**src/rtl/i2s_receiver.sv**
```systemverilog
// ---------------------------------------------------------------------------
// i2s_receiver
//
// Purpose: recovers stereo words from an I2S stream (sclk / lrclk / sd) that
// is asynchronous to the system clock. The three I2S wires are synchronized,
// sclk rising edges are detected, and the bits are assembled into
// WORD_SIZE-bit words using the I2S one-bit delay: the bit sampled on the
// edge where lrclk changes is the LSB of the word that is just ending.
// A stereo pair is published only after a complete left slot followed by a
// complete right slot. Any slot whose length is not WORD_SIZE raises
// frame_error, and the receiver then re-aligns on the next high->low lrclk
// transition.
//
// Ports:
//   clk         in   system clock, all logic on its rising edge
//   Reset       in   asynchronous, active-high reset
//   sclk        in   I2S bit clock (asynchronous, clk must be >= 4x sclk)
//   lrclk       in   I2S word select, 0 = left slot, 1 = right slot
//   sd          in   I2S serial data, MSB first
//   left_data   out  last complete left word
//   right_data  out  last complete right word
//   valid       out  one-clk pulse, a new pair is on left_data/right_data
//   frame_error out  one-clk pulse, a slot did not hold WORD_SIZE bits
//   state_dbg   out  current receiver state (SEEK=0, RX_LEFT=1, RX_RIGHT=2)
//
// Timing: valid/frame_error rise 4 clk edges after the first clk edge that
// sees raw sclk high for the boundary bit. The stages are: synchronizer
// (2 edges), event/sample register, word-assembly register, FSM output
// register.
// ---------------------------------------------------------------------------
module i2s_receiver #(
    parameter int WORD_SIZE = 24
) (
    input  logic                 clk,
    input  logic                 Reset,
    input  logic                 sclk,
    input  logic                 lrclk,
    input  logic                 sd,
    output logic [WORD_SIZE-1:0] left_data,
    output logic [WORD_SIZE-1:0] right_data,
    output logic                 valid,
    output logic                 frame_error,
    output logic [1:0]           state_dbg
);

    localparam int CW = $clog2(WORD_SIZE + 2);

    typedef enum logic [1:0] {
        SEEK     = 2'd0,
        RX_LEFT  = 2'd1,
        RX_RIGHT = 2'd2
    } state_t;

    // Two-flop synchronizers plus the previous synced sclk value.
    logic sclk_meta, sclk_sync, sclk_last;
    logic lrclk_meta, lrclk_sync;
    logic sd_meta, sd_sync;

    always_ff @(posedge clk or posedge Reset) begin
        if (Reset) begin
            sclk_meta  <= 1'b0;
            sclk_sync  <= 1'b0;
            sclk_last  <= 1'b0;
            lrclk_meta <= 1'b0;
            lrclk_sync <= 1'b0;
            sd_meta    <= 1'b0;
            sd_sync    <= 1'b0;
        end else begin
            sclk_meta  <= sclk;
            sclk_sync  <= sclk_meta;
            sclk_last  <= sclk_sync;
            lrclk_meta <= lrclk;
            lrclk_sync <= lrclk_meta;
            sd_meta    <= sd;
            sd_sync    <= sd_meta;
        end
    end

    logic sclk_rise;
    assign sclk_rise = sclk_sync & ~sclk_last;

    // Event stage: capture lrclk and sd together on each sclk rising edge.
    logic ev_q, ev_lr, ev_sd;

    always_ff @(posedge clk or posedge Reset) begin
        if (Reset) begin
            ev_q  <= 1'b0;
            ev_lr <= 1'b0;
            ev_sd <= 1'b0;
        end else begin
            ev_q  <= sclk_rise;
            ev_lr <= lrclk_sync;
            ev_sd <= sd_sync;
        end
    end

    // Word-assembly stage. At a boundary the incoming bit closes the old
    // word; otherwise it is shifted in and counted. The counter saturates one
    // past WORD_SIZE so an overlong slot can never wrap back to "good".
    logic                 lr_prev;
    logic [WORD_SIZE-1:0] shift_reg;
    logic [CW-1:0]        bit_cnt;
    logic                 bnd_q, bnd_rise_q, good_q;
    logic [WORD_SIZE-1:0] word_q;

    always_ff @(posedge clk or posedge Reset) begin
        if (Reset) begin
            lr_prev    <= 1'b0;
            shift_reg  <= '0;
            bit_cnt    <= '0;
            bnd_q      <= 1'b0;
            bnd_rise_q <= 1'b0;
            good_q     <= 1'b0;
            word_q     <= '0;
        end else begin
            bnd_q <= 1'b0;
            if (ev_q) begin
                lr_prev <= ev_lr;
                if (ev_lr != lr_prev) begin
                    bnd_q      <= 1'b1;
                    bnd_rise_q <= ev_lr;
                    word_q     <= {shift_reg[WORD_SIZE-2:0], ev_sd};
                    good_q     <= (bit_cnt == CW'(WORD_SIZE - 1));
                    bit_cnt    <= '0;
                end else begin
                    shift_reg <= {shift_reg[WORD_SIZE-2:0], ev_sd};
                    if (bit_cnt != CW'(WORD_SIZE + 1)) begin
                        bit_cnt <= bit_cnt + CW'(1);
                    end
                end
            end
        end
    end

    // Framing FSM: acts only on boundaries coming out of the assembly stage.
    state_t               state, state_next;
    logic [WORD_SIZE-1:0] hold_left;
    logic                 valid_next, ferr_next, load_hold, load_out;

    always_comb begin
        state_next = state;
        valid_next = 1'b0;
        ferr_next  = 1'b0;
        load_hold  = 1'b0;
        load_out   = 1'b0;
        if (bnd_q) begin
            case (state)
                SEEK: begin
                    // Only a high->low transition marks the start of a left slot.
                    if (!bnd_rise_q) begin
                        state_next = RX_LEFT;
                    end
                end
                RX_LEFT: begin
                    if (good_q) begin
                        load_hold  = 1'b1;
                        state_next = RX_RIGHT;
                    end else begin
                        ferr_next  = 1'b1;
                        state_next = SEEK;
                    end
                end
                RX_RIGHT: begin
                    if (good_q) begin
                        load_out   = 1'b1;
                        valid_next = 1'b1;
                        state_next = RX_LEFT;
                    end else begin
                        ferr_next  = 1'b1;
                        state_next = SEEK;
                    end
                end
                default: state_next = SEEK;
            endcase
        end
    end

    always_ff @(posedge clk or posedge Reset) begin
        if (Reset) begin
            state       <= SEEK;
            hold_left   <= '0;
            left_data   <= '0;
            right_data  <= '0;
            valid       <= 1'b0;
            frame_error <= 1'b0;
        end else begin
            state       <= state_next;
            valid       <= valid_next;
            frame_error <= ferr_next;
            if (load_hold) begin
                hold_left <= word_q;
            end
            if (load_out) begin
                left_data  <= hold_left;
                right_data <= word_q;
            end
        end
    end

    assign state_dbg = state;

endmodule
```
**config.mk**
```make
export PLATFORM = sky130hd
export DESIGN_NAME = i2s_receiver
export DESIGN_NICKNAME = d
export VERILOG_FILES = /design/src/rtl/i2s_receiver.sv
export SDC_FILE = /design/constraint.sdc
export NUM_CORES = 1
export LEC_CHECK = 0
export ABC_AREA = 0
export CORE_ASPECT_RATIO = 0.8
export CORE_MARGIN = 8
export CORE_UTILIZATION = 50
export CTS_BUF_LIST = sky130_fd_sc_hd__clkbuf_4 sky130_fd_sc_hd__clkbuf_8 sky130_fd_sc_hd__clkbuf_16
export CTS_CLUSTER_SIZE = 10
export DETAILED_ROUTE_END_ITERATION = 16
export PLACE_DENSITY = 0.77
export RECOVER_POWER = 50
export SLEW_MARGIN = 0
export SYNTH_ARGS = -nofsm -noshare
export SYNTH_HDL_FRONTEND = slang
export SYNTH_SLANG_ARGS = --single-unit
```
**constraint.sdc**
```tcl
create_clock -name clk -period 9.3 [get_ports clk]
set_input_delay 0.93 -clock clk [delete_from_list [all_inputs] [get_ports clk]]
set_output_delay 0.93 -clock clk [all_outputs]
set_load 0.01 [all_outputs]
```
==> summary.md, run 1 <==
## GRT
* **number of global-route vias before repair** 3,084
* **overall routing resource usage** 14.2%
* **remaining global-route overflow** 0
* **global-route wire length before repair** 16.1 mm
* **met1 layer usage reported by global route** 16.9%
* **antenna violations before repair** 0
* **global routing's busiest layer** met2
* **maximum number of pins on one net before global-route repair** 89
* **global routing met2 resource utilization** 23.2%
* **met3 layer usage reported by global route** 4.28%

## STA
* **remaining max-slew budget at the tightest pin** -81.2%
* **maximum clock frequency** 0.287 GHz
* **final setup fails** 0
* **Setup WS post-layout** 5.82 ns
* **final worst path period share** 37.4%
* **summed negative setup slack over all endpoints** 0 ns
* **fin. max-slew vios** 106
* **number of hold-slack violations in the final timing report** 0
* **transition at the pin with the smallest max-transition slack** 2.72 ns
* **final critical path time including I/O delays and setup** 3.48 ns
* **setup repair after global routing missed its margin** false
* **worst clock skew on the final layout** 0.00771 ns

## Pwr
* **Static Leakage** 3.28 nW
* **worst supply voltage drop on vdd** 134 µV
* **ratio of total power to cell area** 230 nW/µm²

## Placed design
* **last weighted congestion value of the routability-driven placer** 0.736
* **port buffer count** 56
* **placed wire-length estimate after detailed placement** 5.89 mm
* **cell count after placement** 517
* **cell area after placement** 6120 µm²
* **worst slack after detailed placement** 6.40 ns

## Synth
* **count of distinct cell types in the synthesized netlist** 30
* **synthesized-area fraction occupied by ao, oa, aoi and oai cells** 1.89%
* **number of standard cells after synthesis** 326
* **number of nets produced by synthesis** 337
* **cell area after synthesis** 5420 µm²
* **post-synthesis share of cell area spent on and, or, nand and nor gates** 1.85%
* **multiplexer share of the synthesized area** 26.8%
* **count of state elements after synthesis** 142
* **fraction of the mapped netlist area in adder cells** 1.39%
* **average footprint of a synthesized cell** 16.6 µm²
* **dominant combinational cell family by area after synthesis** multiplexers
* **share of synthesized area occupied by flip-flops and latches** 65.6%
* **share of the synthesized netlist area taken by xor and xnor gates** 0.600%
* **Synthesis Warnings** 0

## Floorplan
* **effective utilization at floorplan** 50.5%
* **die area** 14,400 µm²
* **I/O Pins** 57
* **number of standard-cell rows in the floorplan** 34
* **Die Span X** 132 µm
* **vertical die dimension** 109 µm
* **Core ar.** 10,700 µm²

## Status
* **outcome** finished, violations left
* **failing checks** max-capacitance violations, max-slew violations

## Worst setup path
* **source of the worst register-to-register timing path** state_dbg[0]
* **RR Endpoint** right_data[11]
* **highest net fanout along the worst path** 88
* **kind of start point of the critical path** input port
* **Setup crit start** Reset
* **reg2reg setup slack** 5.91 ns
* **Worst Path Arrival** 3.86 ns
* **Setup crit end** state_dbg[1]
* **R2R cell count** 5
* **category of the worst setup path capture point** asynchronous set/reset pin
* **Crit Path Class** in -> async
* **required arrival time at the worst endpoint** 9.68 ns

## Finish
* **share of post-route cells with drive strength above 1** 34.3%
* **post-layout util** 62.0%
* **final-stage net count** 403
* **Layout Cell Area excl Fill** 6640 µm²
* **leading cell type in the layout, fill and taps excluded** dfrtp_1
* **final instance count without filler cells** 549
* **signed area change from the synthesized netlist to the final layout** 22.6%
* **Filler cells** 796
* **highest-count cells in the layout ignoring fill and taps** 142 x dfrtp_1, 103 x mux2_2, 52 x clkdlybuf4s50_1, 18 x mux2_1, 17 x clkbuf_16
* **n_diodes** 0

## Routing
* **via count normalized by instance count** 5.08
* **detailed-route via count** 2,790
* **number of DRC violations after detailed routing** 0
* **post-detailed-route wirelength per cell** 17.2 µm
* **count of nets left with antenna violations after detail routing** 0
* **Total Wirelength** 9.43 mm
* **drt initial violations** 170
* **detailed-router iteration count before antenna repair** 4

## Flow run
* **MaxCap Viol Count** 2

## Clocking
* **Clock Tree Buf Depth** 2
* **number of setup buffers added after CTS** 0
* **insertion delay to the later sink of the worst-skew pair** 0.41 ns
* **# clock sinks** 142
* **root buf cell** clkbuf_16
* **number of CTS-inserted buffers** 17
* **Clock transition at path regs** 0.06 ns
* **hold buffer count at cts** 0
* **TritonCTS clock tree** done
* **number of gates given a new drive strength after cts** 0
* **htree depth** 4

## Hold path
* **worst hold path type** reg -> reg

worst max-delay path, stage by stage:
cell and delay, ns:
dlygate4sd3_1 0.55, clkinvlp_2 1.33, buf_4 0.99
worst min path at each step:
stage / cells past startpoint / end / slack [ns] / from
floorplan: 0 / ev_lr / 0.33 / lrclk_sync
global placement: 0 / ev_lr / 0.33 / lrclk_sync
detailed placement: 0 / lrclk_sync / 0.34 / lrclk_meta
CTS: 0 / sclk_sync / 0.35 / sclk_meta
global route: 0 / sclk_sync / 0.36 / sclk_meta
finish: 0 / sclk_sync / 0.35 / sclk_meta
power breakdown:
group          internal, W  switching [W]  leakage [nW]
combinational    0.0000506      0.0000458          1.05
clock             0.000460       0.000259         0.299
sequential        0.000669      0.0000449          1.92
total              0.00118       0.000350          3.28
metal layers:
metal | up-vias | part of all wire, %
met2 | 53 | 51
met5 | - | 0
met4 | 0 | 1.7
li1 | 1283 | -
met3 | 18 | 3.6
met1 | 1436 | 44
stage by stage:
stage                     power [W]  hold WS, ns
after floorplan            0.000807        0.331
after global placement     0.000835        0.333
after detailed placement   0.000844        0.340
after CTS                   0.00156        0.349
after global routing        0.00159        0.361
final                       0.00153        0.347
cell families (layout without fill, tap and decap cells):
family / after synthesis / count (layout)
buffers and inverters: 20 / 99
AO/OA/AOI/OAI: 15 / 15
multiplexers: 123 / 123
AND/OR/NAND/NOR: 18 / 18
XOR/XNOR: 2 / 2
adder cells (fa/ha/maj): 6 / 6
flip-flops: 142 / 142
layout make-up:
cell class                 instances  area, µm²  area share, %
clock inverter                    13        186           2.81
timing repair buffer              59        579           8.72
inverter                           8       31.3          0.471
multi-input combinational        164       1670           25.1
sequential                       142       3550           53.5
clock buffer                      19        447           6.72
tap                              144        180           2.71
synthesized netlist by cell type:
library cell / n / area (µm²)
a21oi_1: 3 / 15.0
a31oi_1: 1 / 6.26
buf_1: 3 / 11.3
buf_2: 5 / 25.0
buf_4: 2 / 15.0
buf_6: 2 / 22.5
dfrtp_1: 142 / 3550
ha_1: 6 / 75.1
inv_1: 8 / 30.0
mux2_2: 103 / 1160
mux2_4: 18 / 270
mux2i_1: 2 / 20.0
nand2_1: 4 / 15.0
nand2_2: 1 / 6.26
nand2_4: 1 / 11.3
nand2b_1: 1 / 6.26
nand3_1: 5 / 25.0
nand3b_1: 1 / 7.51
nand4b_1: 1 / 8.76
nor2_1: 2 / 7.51
nor2b_1: 2 / 12.5
o21a_1: 1 / 7.51
o21ai_0: 4 / 20.0
o22ai_1: 2 / 12.5
o2bb2ai_1: 1 / 8.76
o31a_1: 1 / 8.76
o31ai_1: 1 / 7.51
o41ai_2: 1 / 16.3
xnor2_2: 1 / 16.3
xor2_2: 1 / 16.3
Note: power is estimated with default switching activity, not from simulation.
==> run 2: changes to the inputs <==
==> constraint.sdc (replaced) <==
create_clock -name clk -period 3.3 [get_ports clk]
set_input_delay 0.33 -clock clk [delete_from_list [all_inputs] [get_ports clk]]
set_output_delay 0.33 -clock clk [all_outputs]
set_load 0.01 [all_outputs]
==> summary.md, run 2 (synthesis gave the netlist of run 1 again) <==
## Floorplan
* **I/O Pins** 57, unchanged
* **effective utilization at floorplan** 50.5%, unchanged
* **number of standard-cell rows in the floorplan** 34, unchanged
* **Core ar.** 10,700 µm², unchanged
* **vertical die dimension** 109 µm, unchanged
* **Die Span X** 132 µm, unchanged
* **die area** 14,400 µm², unchanged

## Finish
* **final-stage net count** 404, +0.25%
* **area of combinational cells with multiple inputs** 1760 µm², +5.6%
* **signed area change from the synthesized netlist to the final layout** 23.4%
* **post-layout util** 62.4%, +0.40 points
* **final instance count without filler cells** 550, +0.18%
* **Register Area** 3550 µm², unchanged
* **leading cell type in the layout, fill and taps excluded** dfrtp_1
* **highest-count cells in the layout ignoring fill and taps** 142 x dfrtp_1, 103 x mux2_2, 52 x clkdlybuf4s50_1, 18 x mux2_4, 17 x clkbuf_16
* **n_diodes** 0, unchanged
* **share of post-route cells with drive strength above 1** 39.9%, +5.6 points
* **Filler cells** 806, +1.3%

## Routing
* **detailed-route via count** 2,799, +0.32%
* **via count normalized by instance count** 5.09, +0.14%
* **count of nets left with antenna violations after detail routing** 0, unchanged
* **number of DRC violations after detailed routing** 0, unchanged
* **Total Wirelength** 8.95 mm, -5.0%
* **post-detailed-route wirelength per cell** 16.3 µm, -5.2%
* **drt initial violations** 126, -26%
* **detailed-router iteration count before antenna repair** 4, unchanged

## Pwr
* **worst supply voltage drop on vdd** 323 µV, +140%
* **ratio of total power to cell area** 620 nW/µm², +170%
* **Final Power** 0.00414 W, +170%
* **Static Leakage** 3.33 nW, +1.7%

## STA
* **final setup fails** 0, unchanged
* **fin. max-slew vios** 170, +60%
* **remaining max-slew budget at the tightest pin** -22.9%, +58 points
* **summed negative setup slack over all endpoints** 0 ns, unchanged
* **number of hold-slack violations in the final timing report** 0, unchanged
* **final worst path period share** 71.3%
* **transition at the pin with the smallest max-transition slack** 1.84 ns, -0.874 ns
* **maximum clock frequency** 0.425 GHz
* **worst clock skew on the final layout** 0.00709 ns, -0.000617 ns
* **Setup WS post-layout** 0.946 ns, -4.87 ns
* **final critical path time including I/O delays and setup** 2.35 ns
* **setup repair after global routing missed its margin** false

## Clocking
* **Clock transition at path regs** 0.06 ns, about the same
* **TritonCTS clock tree** done
* **Clock Tree Buf Depth** 2, unchanged
* **root buf cell** clkbuf_16
* **# clock sinks** 142, unchanged
* **number of setup buffers added after CTS** 0, unchanged
* **insertion delay to the later sink of the worst-skew pair** 0.41 ns, about the same
* **number of CTS-inserted buffers** 17, unchanged
* **hold buffer count at cts** 0, unchanged
* **number of gates given a new drive strength after cts** 0, unchanged
* **htree depth** 4, unchanged

## Worst setup path
* **standard cell with the maximum stage delay on the critical path** nand2_1
* **RR Endpoint** word_q[0]
* **Crit Path Class** reg -> reg
* **source of the worst register-to-register timing path** lr_prev
* **highest net fanout along the worst path** 26, -70%
* **kind of start point of the critical path** flop
* **reg2reg setup slack** 0.95 ns, -4.96 ns
* **required arrival time at the worst endpoint** 3.59 ns, -6.09 ns
* **category of the worst setup path capture point** flop
* **delay of the slowest cell on the worst path** 0.88 ns, -0.45 ns
* **cell-by-cell listing of the critical path** xor2_2, nand2_1, mux2_4
* **Worst Path Arrival** 2.64 ns, -1.22 ns
* **R2R cell count** 3, -2

## GRT
* **global-route wire length before repair** 15.2 mm, -5.8%
* **global routing's busiest layer** met2
* **antenna violations before repair** 0, unchanged
* **global routing met2 resource utilization** 21.3%, -1.9 points
* **overall routing resource usage** 13.3%, -0.81 points
* **remaining global-route overflow** 0, unchanged
* **met3 layer usage reported by global route** 3.96%, -0.32 points
* **met1 layer usage reported by global route** 16.1%, -0.77 points
* **number of global-route vias before repair** 2,991, -3.0%
* **maximum number of pins on one net before global-route repair** 143, +61%

## Placed design
* **worst slack after detailed placement** 1.44 ns, -4.96 ns
* **cell count after placement** 518, +0.19%
* **placed wire-length estimate after detailed placement** 5.73 mm, -2.6%
* **port buffer count** 56, unchanged
* **last weighted congestion value of the routability-driven placer** 0.747, +1.5%

## Status
* **failing checks** max-capacitance violations, max-slew violations
* **outcome** finished, violations left

## Hold path
* **instance count along the most critical hold path** 0, unchanged
* **worst hold path type** reg -> reg
* **worst hold endpoint** ev_lr
* **hold path start** lrclk_sync

## Flow run
* **MaxCap Viol Count** 2, unchanged

run 2: cell types whose count changed in the layout (fill, tap and decap cells not counted), sizes merged:
cell / previous run / this run
inv: 9 / 8
bufinv: 4 / 1
clkinv: 3 / 8
clkbuf: 20 / 22
clkinvlp: 5 / 3
run 2: worst max path at each step:
stage | startpoint | end
floorplan | Reset | bit_cnt[0]
global placement | state_dbg[1] | hold_left[11]
detailed placement | state_dbg[1] | hold_left[3]
CTS | state_dbg[1] | hold_left[3]
global route | Reset | hold_left[7]
finish | lr_prev | word_q[0]
run 2: layout make-up:
| cell class | count | share of cell area, % |
|---|---|---|
| flip-flops and latches | 142 | 53.2 |
| multi-input cells | 164 | 26.3 |
| repair buffers | 60 | 8.78 |
| clock buffers | 20 | 6.89 |
| well taps | 144 | 2.70 |
| clock inverters | 12 | 1.68 |
| inverters | 8 | 0.505 |
run 2: report_power, final:
| group | switching, W | internal (W) |
|---|---|---|
| logic | 0.000137 | 0.000194 |
| clock network | 0.000707 | 0.00109 |
| registers | 0.000133 | 0.00189 |
| total | 0.000978 | 0.00317 |
run 2: critical path: cells and delay by family (launching register included):
kind / cells / cell delay (ns)
multiplexers: 1 / 0.63
flip-flops: 1 / 0.45
AND/OR/NAND/NOR: 1 / 0.88
XOR/XNOR: 1 / 0.25
run 2: metal layers:
layer | share of wire, % | routed length, µm
met1 | 46 | 4090
met2 | 48 | 4310
met3 | 4.1 | 371
met4 | 2.0 | 181
met5 | 0 | 0
run 2: per-stage QoR:
step                area (µm²)  hold slack (ns)
floorplan                 5420            0.331
CTS                       6710            0.342
global route              6690            0.356
finish                    6690            0.352
detailed placement        6140            0.340
global placement          6140            0.332
==> run 3: changes to the inputs <==
==> constraint.sdc (replaced) <==
create_clock -name clk -period 2.3 [get_ports clk]
set_input_delay 0.23 -clock clk [delete_from_list [all_inputs] [get_ports clk]]
set_output_delay 0.23 -clock clk [all_outputs]
set_load 0.01 [all_outputs]
==> summary.md, run 3 (synthesis gave the netlist of run 1 again) <==
## Status
* **outcome** finished, violations left
* **failing checks** max-capacitance violations, max-slew violations

## Floorplan
* **Die Span X** 132 µm, unchanged
* **die area** 14,400 µm², unchanged
* **effective utilization at floorplan** 50.5%, unchanged
* **I/O Pins** 57, unchanged
* **vertical die dimension** 109 µm, unchanged
* **number of standard-cell rows in the floorplan** 34, unchanged
* **Core ar.** 10,700 µm², unchanged

## Flow run
* **MaxCap Viol Count** 1, -1

## Clocking
* **hold buffer count at cts** 0, unchanged
* **number of gates given a new drive strength after cts** 0, unchanged
* **number of setup buffers added after CTS** 0, unchanged
* **Clock Tree Buf Depth** 2, unchanged
* **root buf cell** clkbuf_16
* **number of CTS-inserted buffers** 17, unchanged
* **# clock sinks** 142, unchanged
* **TritonCTS clock tree** done
* **Clock transition at path regs** 0.06 ns, about the same
* **htree depth** 4, unchanged
* **insertion delay to the later sink of the worst-skew pair** 0.42 ns, about the same

## Placed design
* **placed wire-length estimate after detailed placement** 5.73 mm, about the same
* **last weighted congestion value of the routability-driven placer** 0.733, -1.8%
* **port buffer count** 56, unchanged
* **cell area after placement** 6160 µm², +0.41%
* **cell count after placement** 518, unchanged
* **worst slack after detailed placement** 0.648 ns, -0.792 ns

## Routing
* **count of nets left with antenna violations after detail routing** 0, unchanged
* **uppermost layer routed** met4
* **Total Wirelength** 9.35 mm, +4.4%
* **drt initial violations** 102, -19%
* **detailed-router iteration count before antenna repair** 4, unchanged
* **via count normalized by instance count** 5.17, +1.5%
* **Routed met3 length** 387 µm, +4.3%
* **met2 WL** 4.66 mm, +8.0%
* **number of DRC violations after detailed routing** 0, unchanged
* **detailed-route via count** 2,842, +1.5%
* **post-detailed-route wirelength per cell** 17.0 µm, +4.4%
* **met1 wire length** 4.07 mm, -0.29%

## GRT
* **maximum number of pins on one net before global-route repair** 72, -50%
* **overall routing resource usage** 14.0%, +0.70 points
* **number of global-route vias before repair** 3,146, +5.2%
* **global-route wire length before repair** 16.0 mm, +5.3%
* **antenna violations before repair** 0, unchanged
* **remaining global-route overflow** 0, unchanged

## Worst setup path
* **category of the worst setup path capture point** flop
* **RR Endpoint** word_q[11]
* **kind of start point of the critical path** flop
* **Setup crit end** word_q[11]
* **Crit Path Class** reg -> reg
* **highest net fanout along the worst path** 26, unchanged
* **R2R cell count** 3, unchanged
* **Setup crit start** ev_lr
* **required arrival time at the worst endpoint** 2.59 ns, -1.00 ns
* **Worst Path Arrival** 2.17 ns, -0.47 ns
* **reg2reg setup slack** 0.42 ns, -0.52 ns
* **source of the worst register-to-register timing path** ev_lr

## Finish
* **n_diodes** 0, unchanged
* **share of post-route cells with drive strength above 1** 40.4%, +0.49 points
* **final instance count without filler cells** 550, unchanged
* **highest-count cells in the layout ignoring fill and taps** 142 x dfrtp_1, 103 x mux2_2, 48 x clkdlybuf4s50_1, 18 x mux2_4, 17 x clkbuf_16
* **final-stage net count** 404, unchanged
* **signed area change from the synthesized netlist to the final layout** 24.8%
* **leading cell type in the layout, fill and taps excluded** dfrtp_1
* **Layout Cell Area excl Fill** 6760 µm², +1.1%
* **Filler cells** 786, -2.5%

## Pwr
* **worst supply voltage drop on vdd** 508 µV, +57%
* **ratio of total power to cell area** 927 nW/µm², +50%
* **Static Leakage** 3.38 nW, +1.6%

## STA
* **summed negative setup slack over all endpoints** 0 ns, unchanged
* **final worst path period share** 81.6%, +10 points
* **Setup WS post-layout** 0.424 ns, -0.522 ns
* **final critical path time including I/O delays and setup** 1.88 ns, -0.478 ns
* **transition at the pin with the smallest max-transition slack** 1.53 ns, -0.318 ns
* **setup repair after global routing missed its margin** false
* **fin. max-slew vios** 72, -58%
* **number of hold-slack violations in the final timing report** 0, unchanged
* **final setup fails** 0, unchanged
* **worst clock skew on the final layout** 0.00943 ns, +0.00234 ns
* **maximum clock frequency** 0.533 GHz, +25%
* **remaining max-slew budget at the tightest pin** -1.70%, +21 points

## Hold path
* **worst hold path type** reg -> reg

[run 3: worst min-delay path by stage]
stage	slack [ns]	start	endpoint	depth (start not counted)
floorplan	0.26	lrclk	lrclk_meta	0
finish	0.34	sd_meta	sd_sync	0
global placement	0.34	sd_meta	sd_sync	0
global route	0.35	sd_meta	sd_sync	0
CTS	0.24	sclk	sclk_meta	1
detailed placement	0.34	sd_meta	sd_sync	0
[run 3: critical path, stage by stage (launching register included)]
cell     delay [ns]
dfrtp_1        0.47
xor2_2         0.26
nand2_2        0.51
mux2_4         0.49
[run 3: layout make-up]
type	instances	area (µm²)	area share (%)
Sequential cell	142	3550	52.6
Multi-Input combinational cell	164	1760	26.0
Timing Repair Buffer	60	598	8.85
Clock buffer	20	448	6.62
Clock inverter	12	188	2.78
Tap cell	144	180	2.66
Inverter	8	33.8	0.500
[run 3: report_power, final]
part | switching (W) | internal, W
combinational | 0.000195 | 0.000276
clock | 0.00104 | 0.00186
sequential | 0.000192 | 0.00270
[run 3: per-stage QoR]
step / hold slack (ns) / total power [W] / util [%]
after floorplan: 0.261 / 0.00326 / -
after global placement: 0.335 / 0.00338 / 57.5
after detailed placement: 0.336 / 0.00342 / 57.5
after CTS: 0.244 / 0.00635 / 63.4
after global routing: 0.352 / 0.00650 / 63.1
final: 0.339 / 0.00627 / 63.1
[run 3: metal layers]
metal	track usage, %	vias up
met4	8.65	0
met3	4.47	20
met2	22.6	49
met1	16.4	1485
li1	-	1288
met5	0	-
